$ cat src/rtl/axist_bringup_pkg.sv
// Shared definitions for the AXI-ST-over-AIB bring-up sequencer.
// Register map, FSM states, result codes and small helpers.
package axist_bringup_pkg;

  localparam logic [31:0] DELAY_X_ADDR = 32'h5000_2000;
  localparam logic [31:0] DELAY_Y_ADDR = 32'h5000_2004;
  localparam logic [31:0] DELAY_Z_ADDR = 32'h5000_2008;
  localparam logic [31:0] AXI_CTRL     = 32'h5000_3000;
  localparam logic [31:0] TX_PKT_CTRL  = 32'h5000_1000;
  localparam logic [31:0] RX_CKR_STS   = 32'h5000_1004;
  localparam logic [31:0] LINKUP_STS   = 32'h5000_1008;
  localparam logic [31:0] DOUT_FIRST   = 32'h5000_4000;
  localparam logic [31:0] DOUT_LAST    = 32'h5000_4100;
  localparam logic [31:0] DIN_FIRST    = 32'h5000_4200;
  localparam logic [31:0] DIN_LAST     = 32'h5000_4300;

  typedef enum logic [3:0] {
    S_IDLE,
    S_CFG_X,
    S_CFG_Y,
    S_CFG_Z,
    S_RST_ON,
    S_RST_WAIT,
    S_RST_OFF,
    S_LINK_POLL,
    S_PKT_GO,
    S_CKR_POLL,
    S_CAPTURE,
    S_GRADE,
    S_DONE
  } state_e;

  typedef enum logic [1:0] {
    RES_PASS    = 2'd0,
    RES_DATA    = 2'd1,
    RES_ALIGN   = 2'd2,
    RES_TIMEOUT = 2'd3
  } result_e;

  // Capture slot order: dout_first, din_first, dout_last, din_last.
  // Even index reads the low word, odd index the high word.
  function automatic logic [31:0] cap_addr(input logic [2:0] idx);
    logic [31:0] base;
    unique case (idx[2:1])
      2'd0: base = DOUT_FIRST;
      2'd1: base = DIN_FIRST;
      2'd2: base = DOUT_LAST;
      2'd3: base = DIN_LAST;
    endcase
    return base | {29'd0, idx[0], 2'b00};
  endfunction

  // m = {sts[3], sts[1:0]} from the checker status word.
  function automatic result_e grade(input logic [2:0] m);
    if (m == 3'b111)
      return RES_PASS;
    else if (m == 3'b110)
      return RES_DATA;
    else if (!m[2])
      return RES_ALIGN;
    return RES_DATA;
  endfunction

endpackage

$ cat src/rtl/axist_avmm_mst_if.sv
// Single-outstanding AVMM master.
// Latches one command, holds the request until the slave completes it.
module axist_avmm_mst_if
  import axist_bringup_pkg::*;
(
  input  logic        clk_i,
  input  logic        rst_i,
  input  logic        cmd_valid_i,
  input  logic        cmd_rd_i,
  input  logic [31:0] cmd_addr_i,
  input  logic [31:0] cmd_wdata_i,
  output logic        cmd_done_o,
  output logic [31:0] cmd_rdata_o,
  output logic [31:0] avmm_addr_o,
  output logic [31:0] avmm_wdata_o,
  output logic        avmm_wren_o,
  output logic        avmm_rden_o,
  input  logic [31:0] avmm_rdata_i,
  input  logic        avmm_rdvalid_i,
  input  logic        avmm_waitreq_i
);

  logic        wren_q, wren_d;
  logic        rden_q, rden_d;
  logic [31:0] addr_q, addr_d;
  logic [31:0] wdata_q, wdata_d;
  logic        wr_ok;
  logic        rd_ok;

  assign wr_ok = wren_q & ~avmm_waitreq_i;
  assign rd_ok = rden_q & avmm_rdvalid_i & ~avmm_waitreq_i;

  // Drop the request after completion; accept a new command only when idle.
  always_comb begin
    wren_d  = wren_q;
    rden_d  = rden_q;
    addr_d  = addr_q;
    wdata_d = wdata_q;
    if (wr_ok)
      wren_d = 1'b0;
    if (rd_ok)
      rden_d = 1'b0;
    if (cmd_valid_i && !wren_q && !rden_q) begin
      wren_d  = ~cmd_rd_i;
      rden_d  = cmd_rd_i;
      addr_d  = cmd_addr_i;
      wdata_d = cmd_rd_i ? 32'd0 : cmd_wdata_i;
    end
  end

  // Request and address/data registers.
  always_ff @(posedge clk_i) begin
    if (rst_i) begin
      wren_q  <= 1'b0;
      rden_q  <= 1'b0;
      addr_q  <= 32'd0;
      wdata_q <= 32'd0;
    end else begin
      wren_q  <= wren_d;
      rden_q  <= rden_d;
      addr_q  <= addr_d;
      wdata_q <= wdata_d;
    end
  end

  assign cmd_done_o   = wr_ok | rd_ok;
  assign cmd_rdata_o  = avmm_rdata_i;
  assign avmm_addr_o  = addr_q;
  assign avmm_wdata_o = wdata_q;
  assign avmm_wren_o  = wren_q;
  assign avmm_rden_o  = rden_q;

endmodule

$ cat src/rtl/axist_bringup_seq.sv
// Autonomous AXI-ST-over-AIB bring-up and self-test sequencer.
// Drives the management bus through the AVMM master sub-block.
module axist_bringup_seq
  import axist_bringup_pkg::*;
#(
  parameter logic [31:0] DELAY_X      = 32'd12,
  parameter logic [31:0] DELAY_Y      = 32'd32,
  parameter logic [31:0] DELAY_Z      = 32'd6000,
  parameter logic [31:0] PKT_CTRL     = 32'h0000_0FF5,
  parameter int          AXI_RST_HOLD = 101,
  parameter int          POLL_GAP     = 30,
  parameter logic [15:0] POLL_LIMIT   = 16'd4095
) (
  input  logic        mgmt_clk,
  input  logic        i_mgmt_rst,
  input  logic        i_start,
  output logic [31:0] o_wr_addr,
  output logic [31:0] o_wrdata,
  output logic        o_wren,
  output logic        o_rden,
  input  logic [31:0] i_readdata,
  input  logic        i_readdatavalid,
  input  logic        i_waitreq,
  output logic        o_busy,
  output logic        o_done,
  output logic        o_pass,
  output logic [1:0]  o_result,
  output logic [63:0] o_dout_first,
  output logic [63:0] o_din_first,
  output logic [63:0] o_dout_last,
  output logic [63:0] o_din_last
);

  localparam logic [15:0] GAP_LOAD  = 16'(POLL_GAP);
  localparam logic [15:0] HOLD_LAST = 16'(AXI_RST_HOLD - 1);
  localparam logic [15:0] POLL_LAST = POLL_LIMIT - 16'd1;

  state_e           state_q, state_d;
  logic [15:0]      poll_q, poll_d;
  logic [15:0]      gap_q, gap_d;
  logic [15:0]      hold_q, hold_d;
  logic [2:0]       idx_q, idx_d;
  logic             busy_q, busy_d;
  logic             done_q, done_d;
  logic             pass_q, pass_d;
  result_e          res_q, res_d;
  logic [3:0][63:0] cap_q, cap_d;
  result_e          grade_res;

  logic        cmd_valid;
  logic        cmd_rd;
  logic [31:0] cmd_addr;
  logic [31:0] cmd_wdata;
  logic        cmd_done;
  logic [31:0] cmd_rdata;

  axist_avmm_mst_if u_mst (
    .clk_i          (mgmt_clk),
    .rst_i          (i_mgmt_rst),
    .cmd_valid_i    (cmd_valid),
    .cmd_rd_i       (cmd_rd),
    .cmd_addr_i     (cmd_addr),
    .cmd_wdata_i    (cmd_wdata),
    .cmd_done_o     (cmd_done),
    .cmd_rdata_o    (cmd_rdata),
    .avmm_addr_o    (o_wr_addr),
    .avmm_wdata_o   (o_wrdata),
    .avmm_wren_o    (o_wren),
    .avmm_rden_o    (o_rden),
    .avmm_rdata_i   (i_readdata),
    .avmm_rdvalid_i (i_readdatavalid),
    .avmm_waitreq_i (i_waitreq)
  );

  assign grade_res = grade({cmd_rdata[3], cmd_rdata[1:0]});

  // Sequencer: one bus transaction per state, advance on its completion.
  always_comb begin
    state_d   = state_q;
    poll_d    = poll_q;
    gap_d     = gap_q;
    hold_d    = hold_q;
    idx_d     = idx_q;
    busy_d    = busy_q;
    done_d    = done_q;
    pass_d    = pass_q;
    res_d     = res_q;
    cap_d     = cap_q;
    cmd_valid = 1'b0;
    cmd_rd    = 1'b0;
    cmd_addr  = 32'd0;
    cmd_wdata = 32'd0;
    unique case (state_q)
      S_IDLE, S_DONE: begin
        if (i_start) begin
          state_d = S_CFG_X;
          busy_d  = 1'b1;
          done_d  = 1'b0;
          pass_d  = 1'b0;
          res_d   = RES_PASS;
          cap_d   = '0;
        end
      end
      S_CFG_X: begin
        cmd_valid = 1'b1;
        cmd_addr  = DELAY_X_ADDR;
        cmd_wdata = DELAY_X;
        if (cmd_done)
          state_d = S_CFG_Y;
      end
      S_CFG_Y: begin
        cmd_valid = 1'b1;
        cmd_addr  = DELAY_Y_ADDR;
        cmd_wdata = DELAY_Y;
        if (cmd_done)
          state_d = S_CFG_Z;
      end
      S_CFG_Z: begin
        cmd_valid = 1'b1;
        cmd_addr  = DELAY_Z_ADDR;
        cmd_wdata = DELAY_Z;
        if (cmd_done)
          state_d = S_RST_ON;
      end
      S_RST_ON: begin
        cmd_valid = 1'b1;
        cmd_addr  = AXI_CTRL;
        cmd_wdata = 32'd1;
        if (cmd_done) begin
          state_d = S_RST_WAIT;
          hold_d  = 16'd0;
        end
      end
      S_RST_WAIT: begin
        if (hold_q == HOLD_LAST)
          state_d = S_RST_OFF;
        else
          hold_d = hold_q + 16'd1;
      end
      S_RST_OFF: begin
        cmd_valid = 1'b1;
        cmd_addr  = AXI_CTRL;
        cmd_wdata = 32'd0;
        if (cmd_done) begin
          state_d = S_LINK_POLL;
          poll_d  = 16'd0;
          gap_d   = 16'd0;
        end
      end
      S_LINK_POLL: begin
        if (gap_q != 16'd0) begin
          gap_d = gap_q - 16'd1;
        end else begin
          cmd_valid = 1'b1;
          cmd_rd    = 1'b1;
          cmd_addr  = LINKUP_STS;
          if (cmd_done) begin
            if (cmd_rdata[3:0] == 4'hF) begin
              state_d = S_PKT_GO;
            end else if (poll_q == POLL_LAST) begin
              state_d = S_DONE;
              busy_d  = 1'b0;
              done_d  = 1'b1;
              pass_d  = 1'b0;
              res_d   = RES_TIMEOUT;
            end else begin
              poll_d = poll_q + 16'd1;
              gap_d  = GAP_LOAD;
            end
          end
        end
      end
      S_PKT_GO: begin
        cmd_valid = 1'b1;
        cmd_addr  = TX_PKT_CTRL;
        cmd_wdata = PKT_CTRL;
        if (cmd_done) begin
          state_d = S_CKR_POLL;
          poll_d  = 16'd0;
          gap_d   = 16'd0;
        end
      end
      S_CKR_POLL: begin
        if (gap_q != 16'd0) begin
          gap_d = gap_q - 16'd1;
        end else begin
          cmd_valid = 1'b1;
          cmd_rd    = 1'b1;
          cmd_addr  = RX_CKR_STS;
          if (cmd_done) begin
            if (cmd_rdata[1]) begin
              state_d = S_CAPTURE;
              idx_d   = 3'd0;
            end else if (poll_q == POLL_LAST) begin
              state_d = S_DONE;
              busy_d  = 1'b0;
              done_d  = 1'b1;
              pass_d  = 1'b0;
              res_d   = RES_TIMEOUT;
            end else begin
              poll_d = poll_q + 16'd1;
              gap_d  = GAP_LOAD;
            end
          end
        end
      end
      S_CAPTURE: begin
        cmd_valid = 1'b1;
        cmd_rd    = 1'b1;
        cmd_addr  = cap_addr(idx_q);
        if (cmd_done) begin
          if (idx_q[0])
            cap_d[idx_q[2:1]][63:32] = cmd_rdata;
          else
            cap_d[idx_q[2:1]][31:0] = cmd_rdata;
          if (idx_q == 3'd7)
            state_d = S_GRADE;
          else
            idx_d = idx_q + 3'd1;
        end
      end
      S_GRADE: begin
        cmd_valid = 1'b1;
        cmd_rd    = 1'b1;
        cmd_addr  = RX_CKR_STS;
        if (cmd_done) begin
          state_d = S_DONE;
          busy_d  = 1'b0;
          done_d  = 1'b1;
          res_d   = grade_res;
          pass_d  = (grade_res == RES_PASS);
        end
      end
      default: state_d = S_IDLE;
    endcase
  end

  // Sequencer state, counters, status and capture registers.
  always_ff @(posedge mgmt_clk) begin
    if (i_mgmt_rst) begin
      state_q <= S_IDLE;
      poll_q  <= 16'd0;
      gap_q   <= 16'd0;
      hold_q  <= 16'd0;
      idx_q   <= 3'd0;
      busy_q  <= 1'b0;
      done_q  <= 1'b0;
      pass_q  <= 1'b0;
      res_q   <= RES_PASS;
      cap_q   <= '0;
    end else begin
      state_q <= state_d;
      poll_q  <= poll_d;
      gap_q   <= gap_d;
      hold_q  <= hold_d;
      idx_q   <= idx_d;
      busy_q  <= busy_d;
      done_q  <= done_d;
      pass_q  <= pass_d;
      res_q   <= res_d;
      cap_q   <= cap_d;
    end
  end

  assign o_busy       = busy_q;
  assign o_done       = done_q;
  assign o_pass       = pass_q;
  assign o_result     = res_q;
  assign o_dout_first = cap_q[0];
  assign o_din_first  = cap_q[1];
  assign o_dout_last  = cap_q[2];
  assign o_din_last   = cap_q[3];

endmodule

$ cat config.mk
export PLATFORM = sky130hd
export DESIGN_NAME = axist_bringup_seq
export DESIGN_NICKNAME = d
export VERILOG_FILES = /design/src/rtl/axist_bringup_pkg.sv /design/src/rtl/axist_avmm_mst_if.sv /design/src/rtl/axist_bringup_seq.sv
export SDC_FILE = /design/constraint.sdc
export NUM_CORES = 1
export LEC_CHECK = 0
export BUFFER_PORTS_ARGS = -buffer_cell sky130_fd_sc_hd__buf_2
export CAP_MARGIN = 40
export CORE_MARGIN = 2
export CORE_UTILIZATION = 57
export DETAILED_ROUTE_END_ITERATION = 10
export PLACE_DENSITY = 0.86
export SKIP_LAST_GASP = 1
export SLEW_MARGIN = 20
export SYNTH_ARGS = -nofsm -noshare
export SYNTH_HDL_FRONTEND = slang
export SYNTH_SLANG_ARGS = --single-unit
$ cat constraint.sdc
create_clock -name mgmt_clk -period 5.5 [get_ports mgmt_clk]
set_clock_uncertainty 0.15 [all_clocks]
set_input_delay 0.275 -clock mgmt_clk [delete_from_list [all_inputs] [get_ports mgmt_clk]]
set_output_delay 0.275 -clock mgmt_clk [all_outputs]
set_load 0.02 [all_outputs]
**Word level (Yosys, flattened, before mapping)**

Index checks and enable logic that the tools add are counted.

- Register bits after elaboration: 382
- Bits of input ports: 37
- Output and inout port bits: 327
- Word-level logic and storage cells: 219

- Add/sub/neg operators: 4
- Magnitude comparators: 2
- Equal/unequal tests: 46
- Muxes and demuxes: 114
- Bitwise operators: 7
- Reduce and logical (&&, ||, !) cells: 29

Operator list:

| kind | count |
|---|---|
| 256-bit two-way mux | 3 |
| 256-bit bitwise mux | 2 |
| 256-bit one-hot mux with 2 select lines | 1 |
| 32-bit one-hot mux with 9 select lines | 1 |
| 64-bit demux with 2-bit select | 2 |
| 16-bit two-way mux | 16 |
| 32-bit one-hot mux with 4 select lines | 1 |
| 16-bit one-hot mux with 3 select lines | 2 |
| 4-bit two-way mux | 18 |
| 13-bit one-hot mux with 5 select lines | 1 |
| 32-bit two-way mux | 2 |
| 64-bit two-way mux | 1 |
| 31-bit two-way mux | 2 |
| 4-bit one-hot mux with 12 select lines | 1 |
| 2-bit != test, second input constant | 20 |
| 1-bit two-way mux | 34 |
| 16-bit by 1-bit adder with 16-bit output, second input constant | 2 |
| 32-bit by 3-bit OR with 32-bit output | 1 |
| 16-bit one-hot mux with 2 select lines | 1 |
| 2-bit two-way mux | 13 |
| 4-bit == test, second input constant | 6 |
| 16-bit by 12-bit == test with 1-bit output, second input constant | 1 |
| 16-bit by 7-bit == test with 1-bit output, second input constant | 1 |
| 4-bit by 3-bit == test with 1-bit output, second input constant | 4 |
| 35 further kinds | 66 |

**Longest topological paths before layout**

- Word-level depth: 8
- Mapped depth: 11
- Depth with buffers taken out: 8

**Cells and area by module**

From an unflattened synthesis, not the netlist that was laid out.

- Cells, all modules: 1759
- Area, all modules: 16006.6 sq um

By module, submodules not included:

| module | instances | cells each | area an instance (sq um) | sequential area each (sq um) |
|---|---|---|---|---|
| axist_bringup_seq | 1 | 1435 | 12674.7 | 6326.1 |
| axist_avmm_mst_if | 1 | 324 | 3331.9 | 1321.3 |

**Least setup slack after synthesis**

No wires, ideal clock.

- Path type: register -> register
- Start: register gap_q[0]
- End: register poll_q[11]
- Setup time: 71 ps
- Data arrival time: 2284 ps
- Data required time: 5279 ps
- Setup slack: 2994 ps
- Stages on the path, launching flop included: 9
- Buffers on the path: 0
- Period minus slack after synthesis: 2506 ps
- Cell sequence: dfxtp_1 > inv_1 > ha_1 > nor3b_2 > nand4_4 > o21a_1 > or4_4 > or3_1 > a21oi_1

- Word-level cells in the longest chain between the ends: 3
- Elaborated cells on any way between the ends: 4
- Those cells by class: eq/ne (2); reduce/logical (2)

RTL lines:

| item | RTL line | source |
|---|---|---|
| from (decl) | axist_bringup_seq.sv:40 | `logic [15:0] gap_q, gap_d;` |
| from (signal assigned) | axist_bringup_seq.sv:254 | `gap_q <= gap_d;` |
| 16-bit nonzero test (*) | axist_bringup_seq.sv:151, axist_bringup_seq.sv:184 |  |
| 2-bit != test (no source line) | n/a |  |
| 8-bit AND reduction (no source line) (*) | n/a |  |
| to (signal assigned) | axist_bringup_seq.sv:253 | `poll_q <= poll_d;` |
| to (decl) | axist_bringup_seq.sv:39 | `logic [15:0] poll_q, poll_d;` |

Every way passes the cells marked *; elsewhere a longest branch is shown, timed or not.
A chain may end at the register's enable or synchronous reset.

**Final worst setup path**

- Start: register state_q[1]
- End: register cap_q, in the netlist o_dout_first[19]

- Word-level cells in the longest chain between the ends: 4
- Elaborated cells on any way between the ends: 9
- Those cells by class: eq/ne (4); mux (1); reduce/logical (4)

RTL lines:

| item | RTL line | source |
|---|---|---|
| from (decl) | axist_bringup_seq.sv:38 | `state_e state_q, state_d;` |
| from (signal assigned) | axist_bringup_seq.sv:252 | `state_q <= state_d;` |
| 4-bit == test / 4-bit zero test (equally long branches) | axist_bringup_seq.sv:93 | `unique case (state_q)` |
| 2-bit OR reduction | axist_bringup_seq.sv:93 |  |
| 2-bit != test (no source line) / 2-bit nonzero test (equally long branches) | n/a |  |
| 3-bit AND reduction (no source line) | n/a |  |
| to (signal assigned) | axist_bringup_seq.sv:261 | `cap_q <= cap_d;` |
| to (decl) | axist_bringup_seq.sv:47 | `logic [3:0][63:0] cap_q, cap_d;` |

Parallel ways exist; a longest one is shown, timed or not.

==> out/results.ini <==
[status]
outcome=finished, final reports clean

[yosys]
yosysWarnings=0
synth_top_family_by_area=simple AND/OR/NAND/NOR gates
ys_seq_area_share_pct=48.8
ys.flop_type=dfxtp_1
synth-edff-count=0
synthSimpleGateAreaFrac_pct=20.8
syn_inst=1572
async_flop_share_pct=0
synth_compound_area_share_pct=18.8
synthesis.area_um2=13600
synth_seq_cells=333
yosysTopAreaCellShare_pct=48.8
synth_mux_area_share_pct=0.669
syn_area_per_cell_um2=8.68
synth.area.top_cells=dfxtp_1 49%, a21oi_1 5.9%, a22o_1 5.6%
synth_top_cell_by_area=dfxtp_1
synth_xor_area_share_pct=2.31
ys_types=87
synthAdderAreaFrac_pct=0.642

[final_layout]
fin_util_pct=70.7
synthToLayoutAreaGrowth_pct=21.6
fin_cells=2184
drive_gt1_share_pct=23.6
diodes=0
layout_common_cells=333 x dfxtp_1, 320 x buf_2, 156 x a21oi_1, 152 x nand2_1, 136 x nor2_1
final_common_cell=dfxtp_1
nNetsFinal=1887

[clocking]
clk_latency_ns=0.58
post_cts_buffers=0
cts_tree=done
cts_root_buf=clkbuf_16
clk_pin_slew_ns=0.07
clockBufferDepth=3
cts.sinks=333
numCtsBuffers=31
cts_max_level=1

[power]
vdd_drop_max_v=0.000273
p_leak_nw=6.99
p_per_area_nw_per_um2=347

[grt]
grt_pass1_vias=12200
gr-total-overflow=0
grt_max_degree=88
grt_pass1_wl_um=68900
antenna_found_initial=0
grt_usage_pct=33.8

[timing]
fin_setup_tns_ns=0
setup_viol=0
worstMarginPinSlew_ns=0.860
min_period_ns=3.52
slew_viol_final=0
finalCritPeriodShare_pct=64.1
rsz0062_at_grt=false
hold_viol=0
fmax_mhz=284
slew_headroom_pct=42.6

[critical_path]
path_max_fanout=28
cp_data_arrival_time_ns=3.89
start_kind=register
r2r_cells=7
r2r-start=state_q[1]$_SDFFE_PP0P_
rr_endpoint=o_dout_first[19]$_SDFFE_PP0P_
worst_path_max_delay_cell=dfxtp_1
crit_path_cell_trace=inv_1 > a31oi_1 > a21oi_1 > buf_2 > a21oi_2 > buf_4 > a22o_1
crit_path_end_kind=register
required_ns=5.86
critPathMaxStageDelay_ns=0.88
reg2reg_slack_ns=1.98
path_class=register to register

[drt]
drtAntennaViolNets=0
totalWireLength_um=44700
vias=13300
remaining_drc_errors=0
via_per_inst=6.10
wl_per_cell_um=20.5
drt_iter0_drc=1579
drt_first_pass_iters=6

[die]
rows=56
fp.dieW_um=159
start_util_pct=58.2
dieArea_um2=25200
io-pin-count=364
die_h_um=159
coreArea_um2=23500

[worst_hold_path]
hold_class=primary input to register
min_from=i_readdata[0]
worstHoldEndpoint=o_din_last[0]$_SDFFE_PP0P_
holdPathStages=3

[run]
max_cap_viol_count=0

[place]
port_buffers=320
place_congestion=0.956
placed_cells=2090
dp_hpwl_um=30100

## area by class of cell
| type | instances | area, um^2 |
|---|---|---|
| flip-flops and latches | 333 | 6670 |
| inverters | 32 | 120 |
| clock inverters | 13 | 113 |
| clock buffers | 42 | 867 |
| multi-input cells | 1056 | 6110 |
| fillers | 1772 | 6870 |
| well taps | 319 | 399 |
| repair buffers | 389 | 2320 |
## kinds of logic after synthesis
logic type,after synthesis
compound gates,385
xor+xnor,36
fa+ha+maj,7
buf+inv,225
flops,333
mux,9
other cells,1
simple gates,576
## synth_stat cells (7+ instances only)
| cell | instances |
|---|---|
| clkbuf_2 | 12 |
| a211oi_1 | 10 |
| inv_1 | 32 |
| nor2_1 | 140 |
| o21ai_1 | 9 |
| nor4_1 | 18 |
| nand2b_1 | 8 |
| and2_1 | 7 |
| buf_4 | 50 |
| a22oi_1 | 44 |
| xnor2_1 | 35 |
| buf_2 | 23 |
| nand3_1 | 124 |
| nand4_1 | 12 |
| clkbuf_1 | 102 |
| nand2_1 | 152 |
| or3_1 | 13 |
| nor3_1 | 36 |
| nor3b_1 | 7 |
| ha_1 | 7 |
| mux2i_1 | 8 |
| dfxtp_1 | 333 |
| a22o_1 | 87 |
| o21ai_0 | 27 |
| a21oi_1 | 160 |
## how the worst max path moves through the flow
stage                       startpoint                             to  slack, ns  cells after the start
6_report       state_q[1]$_SDFFE_PP0P_  o_dout_first[19]$_SDFFE_PP0P_       1.98                      7
5_1_grt        state_q[1]$_SDFFE_PP0P_  o_dout_first[16]$_SDFFE_PP0P_       1.82                      7
4_1_cts        state_q[1]$_SDFFE_PP0P_   o_din_first[52]$_SDFFE_PP0P_       1.77                      7
3_5_place_dp   state_q[1]$_SDFFE_PP0P_   o_din_first[51]$_SDFFE_PP0P_       1.83                      7
3_3_place_gp   state_q[1]$_SDFFE_PP0P_   o_din_first[46]$_SDFFE_PP0P_       1.76                      6
2_1_floorplan    gap_q[0]$_SDFFE_PP0P_        poll_q[11]$_SDFFE_PP0P_       2.99                      8
## state kept, by name, indices dropped and copies added, names as in the netlist, 8 cells and up
register / count
o_dout_first: 64
u_mst.avmm_addr_o: 8
o_dout_last: 64
o_din_last: 64
poll_q: 16
o_din_first: 64
gap_q: 16
hold_q: 16
## repair_timing
action,4_1_cts,5_1_grt
hold buffers,36,0
hold endpoints to repair,196,0
resized for setup,0,0
endpoints found under the setup margin,0,0
## metal layers
metal,global-route usage [%],wire [um],vias to the layer above
met5,0,0,-
met4,17.0,2420,0
met3,5.93,4720,181
met2,53.6,20200,860
met1,44.6,17400,6297
li1,-,-,5982
## through the flow
| stage | power, mW | hold slack [ns] | setup slack [ns] | cell area [um^2] |
|---|---|---|---|---|
| 2_1_floorplan | 3.32 | 0.251 | 2.99 | 13800 |
| 3_3_place_gp | 3.54 | 0.285 | 1.76 | 15000 |
| 3_5_place_dp | 3.65 | 0.290 | 1.83 | 15200 |
| 4_1_cts | 5.72 | 0.00812 | 1.77 | 16600 |
| 5_1_grt | 5.94 | 0.0183 | 1.82 | 16600 |
| 6_report | 5.76 | 0.0209 | 1.98 | 16600 |
## worst max-delay path: cells and delay by family, from the launching register on
family | cells | cell delay (ns)
compound gates | 4 | 1.45
buf+inv | 3 | 0.97
flops | 1 | 0.88
## where the power goes
part           leakage [nW]  switching, mW  total, mW  internal (mW)
Combinational          3.84          0.845       1.17          0.324
Sequential             2.68         0.0564       2.51           2.45
Clock                 0.475          0.964       2.08           1.12
Total                  6.99           1.87       5.76           3.90
No activity file was read; power rests on OpenSTA's default activity.
